### src/rtl/throw_arb_pkg.sv
// throw_arb_pkg: shared state, owner and width definitions for the throw arbiter
package throw_arb_pkg;
  localparam int FORCE_W_DEF = 10;
  typedef enum logic [2:0] {S_IDLE, S_GRANT, S_LAUNCH, S_FLIGHT, S_REPORT, S_COOLDOWN} state_e;
  typedef enum logic {OWNER_DOG = 1'b0, OWNER_CAT = 1'b1} owner_e;
endpackage

### src/rtl/arb_cycle_counter.sv
// arb_cycle_counter: loadable down-counter that holds at zero and flags it
module arb_cycle_counter #(
  parameter int W = 16
) (
  input  logic         clk,
  input  logic         rst,
  input  logic         load,
  input  logic         en,
  input  logic [W-1:0] load_val,
  output logic         zero
);
  logic [W-1:0] cnt;
  always_ff @(posedge clk or negedge rst) begin
    if (!rst) cnt <= '0;
    else if (load) cnt <= load_val;
    else if (en && cnt != '0) cnt <= cnt - 1'b1;
  end
  assign zero = (cnt == '0);
endmodule

### src/rtl/throw_arbiter.sv
// throw_arbiter: grants the shared trajectory engine to dog or cat throw requests
// Defining THROW_ARB_TIMEOUT_EN adds a flight watchdog that aborts after TIMEOUT_CYCLES.
module throw_arbiter
  import throw_arb_pkg::*;
#(
  parameter int FORCE_W         = FORCE_W_DEF,
  parameter int MAX_FORCE       = 1000,
  parameter int TIMEOUT_CYCLES  = 260_000_000,
  parameter int COOLDOWN_CYCLES = 65_000
) (
  input  logic               clk,
  input  logic               rst,
  input  logic               req_dog,
  input  logic [FORCE_W-1:0] force_dog,
  input  logic               req_cat,
  input  logic [FORCE_W-1:0] force_cat,
  input  logic               dog_turn,
  input  logic               cat_turn,
  input  logic               eng_busy,
  input  logic               eng_done,
  input  logic               eng_hit,
  output logic               eng_start,
  output logic               eng_sel,
  output logic [FORCE_W-1:0] eng_force,
  output logic               gnt_dog,
  output logic               gnt_cat,
  output logic               done_dog,
  output logic               done_cat,
  output logic               hit_cat,
  output logic               hit_dog,
  output logic               timeout
);
  localparam int CD_W = $clog2(COOLDOWN_CYCLES + 1);
  state_e             state;
  owner_e             win, rr_ptr;
  logic               pend_dog, pend_cat, grant_now, cd_zero, wd_zero;
  logic [FORCE_W-1:0] win_force, sat_force;
  // turn flags break ties first; rr_ptr names the preferred owner when they do not
  assign win = owner_e'(!pend_dog | (pend_cat & ((dog_turn ^ cat_turn) ? cat_turn : rr_ptr)));
  assign grant_now = (state == S_IDLE) && (pend_dog || pend_cat) && !eng_busy;
  assign win_force = (win == OWNER_CAT) ? force_cat : force_dog;
  assign sat_force = (32'(win_force) > MAX_FORCE) ? FORCE_W'(MAX_FORCE) : win_force;
  arb_cycle_counter #(.W(CD_W)) u_cooldown (
    .clk(clk), .rst(rst), .load(state == S_REPORT), .en(state == S_COOLDOWN),
    .load_val(CD_W'(COOLDOWN_CYCLES - 1)), .zero(cd_zero)
  );
`ifdef THROW_ARB_TIMEOUT_EN
  localparam int WD_W = $clog2(TIMEOUT_CYCLES + 1);
  arb_cycle_counter #(.W(WD_W)) u_watchdog (
    .clk(clk), .rst(rst), .load(state == S_LAUNCH), .en(state == S_FLIGHT),
    .load_val(WD_W'(TIMEOUT_CYCLES - 1)), .zero(wd_zero)
  );
`else
  assign wd_zero = 1'b0;
`endif
  always_ff @(posedge clk or negedge rst) begin
    if (!rst) begin
      state     <= S_IDLE;
      pend_dog  <= 1'b0;
      pend_cat  <= 1'b0;
      rr_ptr    <= OWNER_DOG;
      eng_start <= 1'b0;
      eng_sel   <= 1'b0;
      eng_force <= '0;
      gnt_dog   <= 1'b0;
      gnt_cat   <= 1'b0;
      done_dog  <= 1'b0;
      done_cat  <= 1'b0;
      hit_cat   <= 1'b0;
      hit_dog   <= 1'b0;
      timeout   <= 1'b0;
    end else begin
      pend_dog  <= req_dog | (pend_dog & ~(grant_now & (win == OWNER_DOG)));
      pend_cat  <= req_cat | (pend_cat & ~(grant_now & (win == OWNER_CAT)));
      eng_start <= 1'b0;
      done_dog  <= 1'b0;
      done_cat  <= 1'b0;
      hit_cat   <= 1'b0;
      hit_dog   <= 1'b0;
      timeout   <= 1'b0;
      case (state)
        S_IDLE: if (grant_now) begin
          state     <= S_GRANT;
          eng_sel   <= win;
          eng_force <= sat_force;
          gnt_dog   <= (win == OWNER_DOG);
          gnt_cat   <= (win == OWNER_CAT);
          rr_ptr    <= (win == OWNER_DOG) ? OWNER_CAT : OWNER_DOG;
        end
        S_GRANT: begin
          state     <= S_LAUNCH;
          eng_start <= 1'b1;
        end
        S_LAUNCH: state <= S_FLIGHT;
        // a real finish beats a watchdog expiry in the same cycle
        S_FLIGHT: if (eng_done || wd_zero) begin
          state    <= S_REPORT;
          done_dog <= (eng_sel == OWNER_DOG);
          done_cat <= (eng_sel == OWNER_CAT);
          hit_cat  <= eng_done & eng_hit & (eng_sel == OWNER_DOG);
          hit_dog  <= eng_done & eng_hit & (eng_sel == OWNER_CAT);
          timeout  <= !eng_done;
        end
        S_REPORT: begin
          state   <= S_COOLDOWN;
          gnt_dog <= 1'b0;
          gnt_cat <= 1'b0;
        end
        S_COOLDOWN: if (cd_zero) state <= S_IDLE;
        default: state <= S_IDLE;
      endcase
    end
  end
endmodule
### config.mk
export PLATFORM = sky130hd
export DESIGN_NAME = throw_arbiter
export DESIGN_NICKNAME = d
export VERILOG_FILES = /design/src/rtl/throw_arb_pkg.sv /design/src/rtl/arb_cycle_counter.sv /design/src/rtl/throw_arbiter.sv
export SDC_FILE = /design/constraint.sdc
export NUM_CORES = 1
export LEC_CHECK = 0
export CORE_MARGIN = 8
export CORE_UTILIZATION = 40
export CTS_CLUSTER_DIAMETER = 80
export DETAILED_ROUTE_END_ITERATION = 16
export PLACE_DENSITY = 0.75
export SLEW_MARGIN = 20
export SYNTH_ARGS = -nofsm -noshare
export SYNTH_HDL_FRONTEND = slang
export SYNTH_SLANG_ARGS = --single-unit
### constraint.sdc
create_clock -name clk -period 3.6 [get_ports clk]
set_clock_uncertainty 0.2 [all_clocks]
set_input_delay 0.72 -clock clk [delete_from_list [all_inputs] [get_ports clk]]
set_output_delay 0.72 -clock clk [all_outputs]
set_load 0.02 [all_outputs]
==> results.ini <==
[global_routing]
grt_pass1_vias = 1645
overflow = 0
gr-max-usage-layer = met2
met3_usage = 0.0371
grt_use_total = 0.131
antenna_found_initial = 0
grt_pass1_wl_um = 8020
use_met2 = 0.201
grt_max_degree = 41
grt.met1_usage = 0.168

[finish]
seqCellArea_sq_um = 1000
final_util = 0.523
nets = 283
drive_gt1_frac = 0.0754
regMostFlops = u_cooldown.cnt
largest_reg_flops = 16
antenna_cells = 0
nFillCells = 476
reg_top3 = u_cooldown.cnt x16, eng_force x10, state x3
multi_input_area_sq_um = 1030
synthToLayoutAreaGrowth_pct = 26.6
stdcell_count = 322

[cts]
clock-root-buffer = clkbuf_8
cts.sinks = 40
cts_buffer_depth = 2
cts_tree = built
clk_pin_slew_ns = 0.07
cts_setup_buffers = 0
cts_made_buffers = 5
postCtsHoldBufs = 0
h-tree-depth = 2
clk_latency_ns = 0.29
cts_resized = 0

[synthesis]
avgSynthCellArea_sq_um = 10.1
synth_cell_types = 50
ys_warn_count = 0
synth_cells = 209
ys_async_sr_fraction = 1.00
syn-num-nets = 240
synth_edf_count = 0
muxShareOfSynthArea = 0.0765
seq_area_frac_synth = 0.474
synth_xor_area_frac = 0
synth_area_sq_um = 2110
synth_compound_area_frac = 0.165
synthSimpleGateAreaFrac = 0.234
ys.flop_type = dfrtp_1
synthAdderAreaFrac = 0.0119
synth_top_family_by_area = simple AND/OR/NAND/NOR gates
ys_seq_elements = 40

[power_and_ir_drop]
peakVddDrop_v = 0.000349
p_seq_frac = 0.453
p_leak_uw = 0.00111
pwr-share-clk = 0.149
comb_power_share = 0.398
swShare = 0.394
p_int_uw = 1130
p_per_area_nw_per_um2 = 699
p_switching_uw = 735

[placement]
hpwl_um = 3670
place_ws_ns = 0.801
place.port_buffers = 46
finalWeightedCongestion = 0.794
dp.cells = 315

[critical_path]
path_cells = clkdlybuf4s50_1 -> nor2_1 -> o311ai_4 -> mux2_2 -> o21ai_0
rr_worst_depth = 6
crit_path_end = eng_force[3]$_DFFE_PN0P_
rrSetupSlack_ns = 1.15
worstSetupPathType = input pin to flop
rr_endpoint = u_cooldown.cnt[0]$_DFFE_PN0P_
critical_path.startpoint_type = input pin
required_ns = 3.60
critical-path-top-delay-family = compound AO/OA/AOI/OAI gates
crit_start = cat_turn
slowest_delay_ns = 0.67
crit_fanout = 14
path_depth = 5
crit_buf_inv = 1
crit_path_end_kind = flop
crit_arrival_ns = 2.51
r2r-start = u_cooldown.cnt[0]$_DFFE_PN0P_
cpMaxStageDelayCell = o311ai_4

[route]
drt_pass1_iterations = 4
drt-wirelength-per-cell_um = 15.3
postRouteAntennaNets = 0
drc = 0
drt-total-wl_um = 4940
via_count = 1758
via_per_inst = 5.46
drt_iter0_drc = 117

[outcome]
status = complete, no violations

[timing]
period_needed_ns = 2.51
timing.fmax_mhz = 399
layout_setup_ws_ns = 1.09
setup_viol = 0
finalCritPeriodShare = 0.697
slew-limit-headroom = 0.412
tightest_slew_ns = 0.882
rsz0062_at_grt = false
setup_tns_ns = 0
slew_violations = 0
hold_viol_final = 0

[floorplan]
die_h_um = 88.6
ios = 48
rows = 26
dieArea_sq_um = 7860
start_util = 0.413
core_region_area_sq_um = 5110
die_width_um = 88.6

[run]
cap_violations = 0

[min_path]
hold_class = flop to flop

==> cells in the mapped netlist, types with 2 or more instances <==
cell type   n  share of area
o31ai_1     4          0.014
nand3b_1    2         0.0071
nor4_1      5          0.015
nand4_1     2         0.0059
and3_1      6          0.018
ha_1        2          0.012
o21ai_1     4         0.0095
dfrtp_1    40           0.47
mux2i_1    15          0.071
buf_2       3         0.0071
a31oi_1     9          0.027
inv_1       5         0.0089
nand3_1     6          0.014
or3b_2      2         0.0083
and4_1      5          0.021
buf_4       3          0.011
clkbuf_1    3         0.0053
nand2_1    19          0.034
or3_1       3         0.0089
o21ai_0    14          0.033
nor3_1      4         0.0095
nor2_1     16          0.028
a21oi_1     4         0.0095
and2_1      5          0.015
nor3b_1     3          0.011
==> metal layers <==
metal	share of wire	vias up
met5	0	-
met4	0.018	0
met3	0.050	7
met2	0.48	48
met1	0.45	841
li1	-	862
==> how the worst min path moves through the flow <==
| stage | from | endpoint | slack, ns | cells after the start |
|---|---|---|---|---|
| 2_1_floorplan | rst | done_cat$_DFF_PN0_ | 0.22 | 0 |
| 3_3_place_gp | eng_force[5]$_DFFE_PN0P_ | eng_force[5]$_DFFE_PN0P_ | 0.26 | 2 |
| 3_5_place_dp | eng_force[5]$_DFFE_PN0P_ | eng_force[5]$_DFFE_PN0P_ | 0.27 | 2 |
| 4_1_cts | eng_force[5]$_DFFE_PN0P_ | eng_force[5]$_DFFE_PN0P_ | 0.29 | 2 |
| 5_1_grt | eng_force[0]$_DFFE_PN0P_ | eng_force[0]$_DFFE_PN0P_ | 0.32 | 2 |
| 6_report | eng_force[5]$_DFFE_PN0P_ | eng_force[5]$_DFFE_PN0P_ | 0.28 | 2 |
==> worst reg2reg max path: stages (launching register included) <==
cell	delay, ns
dfrtp_1	0.43
inv_1	0.10
ha_1	0.18
nor3b_1	0.31
nand4_1	0.46
o21ai_1	0.46
mux2i_1	0.22
==> kinds of logic (layout without fill, tap and decap cells) <==
kind of cell	after synthesis	in the layout
adders and majority gates	2	2
AOI/OAI and AO/OA	49	49
other	1	1
buffers and inverters	15	58
DFF	40	40
muxes	16	16
and+or+nand+nor	86	86
==> metrics by stage <==
| step | total power (uW) | hold WS (ns) | instance area [sq um] |
|---|---|---|---|
| finish | 1870 | 0.280 | 2670 |
| global route | 2000 | 0.318 | 2670 |
| CTS | 1890 | 0.286 | 2670 |
| detailed placement | 1600 | 0.269 | 2590 |
| global placement | 1580 | 0.263 | 2590 |
| floorplan | 1300 | 0.224 | 2110 |
==> cell usage in the layout (no fill, tap or decap), drive strengths merged, types with 2 or more instances in the layout <==
| master | n |
|---|---|
| a21oi | 4 |
| a31oi | 9 |
| and2 | 5 |
| and3 | 6 |
| and4 | 5 |
| clkbuf | 6 |
| clkdlybuf4s50 | 45 |
| dfrtp | 40 |
| ha | 2 |
| inv | 5 |
| mux2i | 15 |
| nand2 | 19 |
| nand3 | 6 |
| nand3b | 2 |
| nand4 | 2 |
| nor2 | 16 |
| nor3 | 6 |
| nor3b | 3 |
| nor4 | 6 |
| o211ai | 2 |
| o21ai | 18 |
| o31ai | 4 |
| or2 | 2 |
| or3 | 3 |
| or3b | 2 |
| or4 | 2 |
==> power groups by stage <==
stage               combinational [uW]  clock [uW]  sequential [uW]
global placement                   735           0              840
floorplan                          432           0              872
detailed placement                 754           0              846
CTS                                755         287              843
global route                       814         308              878
finish                             743         278              845
==> area by class of cell <==
| cell class | count | share of cell area |
|---|---|---|
| inverter | 5 | 0.00703 |
| multi-input combinational | 154 | 0.386 |
| sequential | 40 | 0.375 |
| clock inverter | 1 | 0.00187 |
| timing repair buffer | 46 | 0.170 |
| clock buffer | 6 | 0.0272 |
| tap | 70 | 0.0328 |
Power figures use the tool's default switching activity.
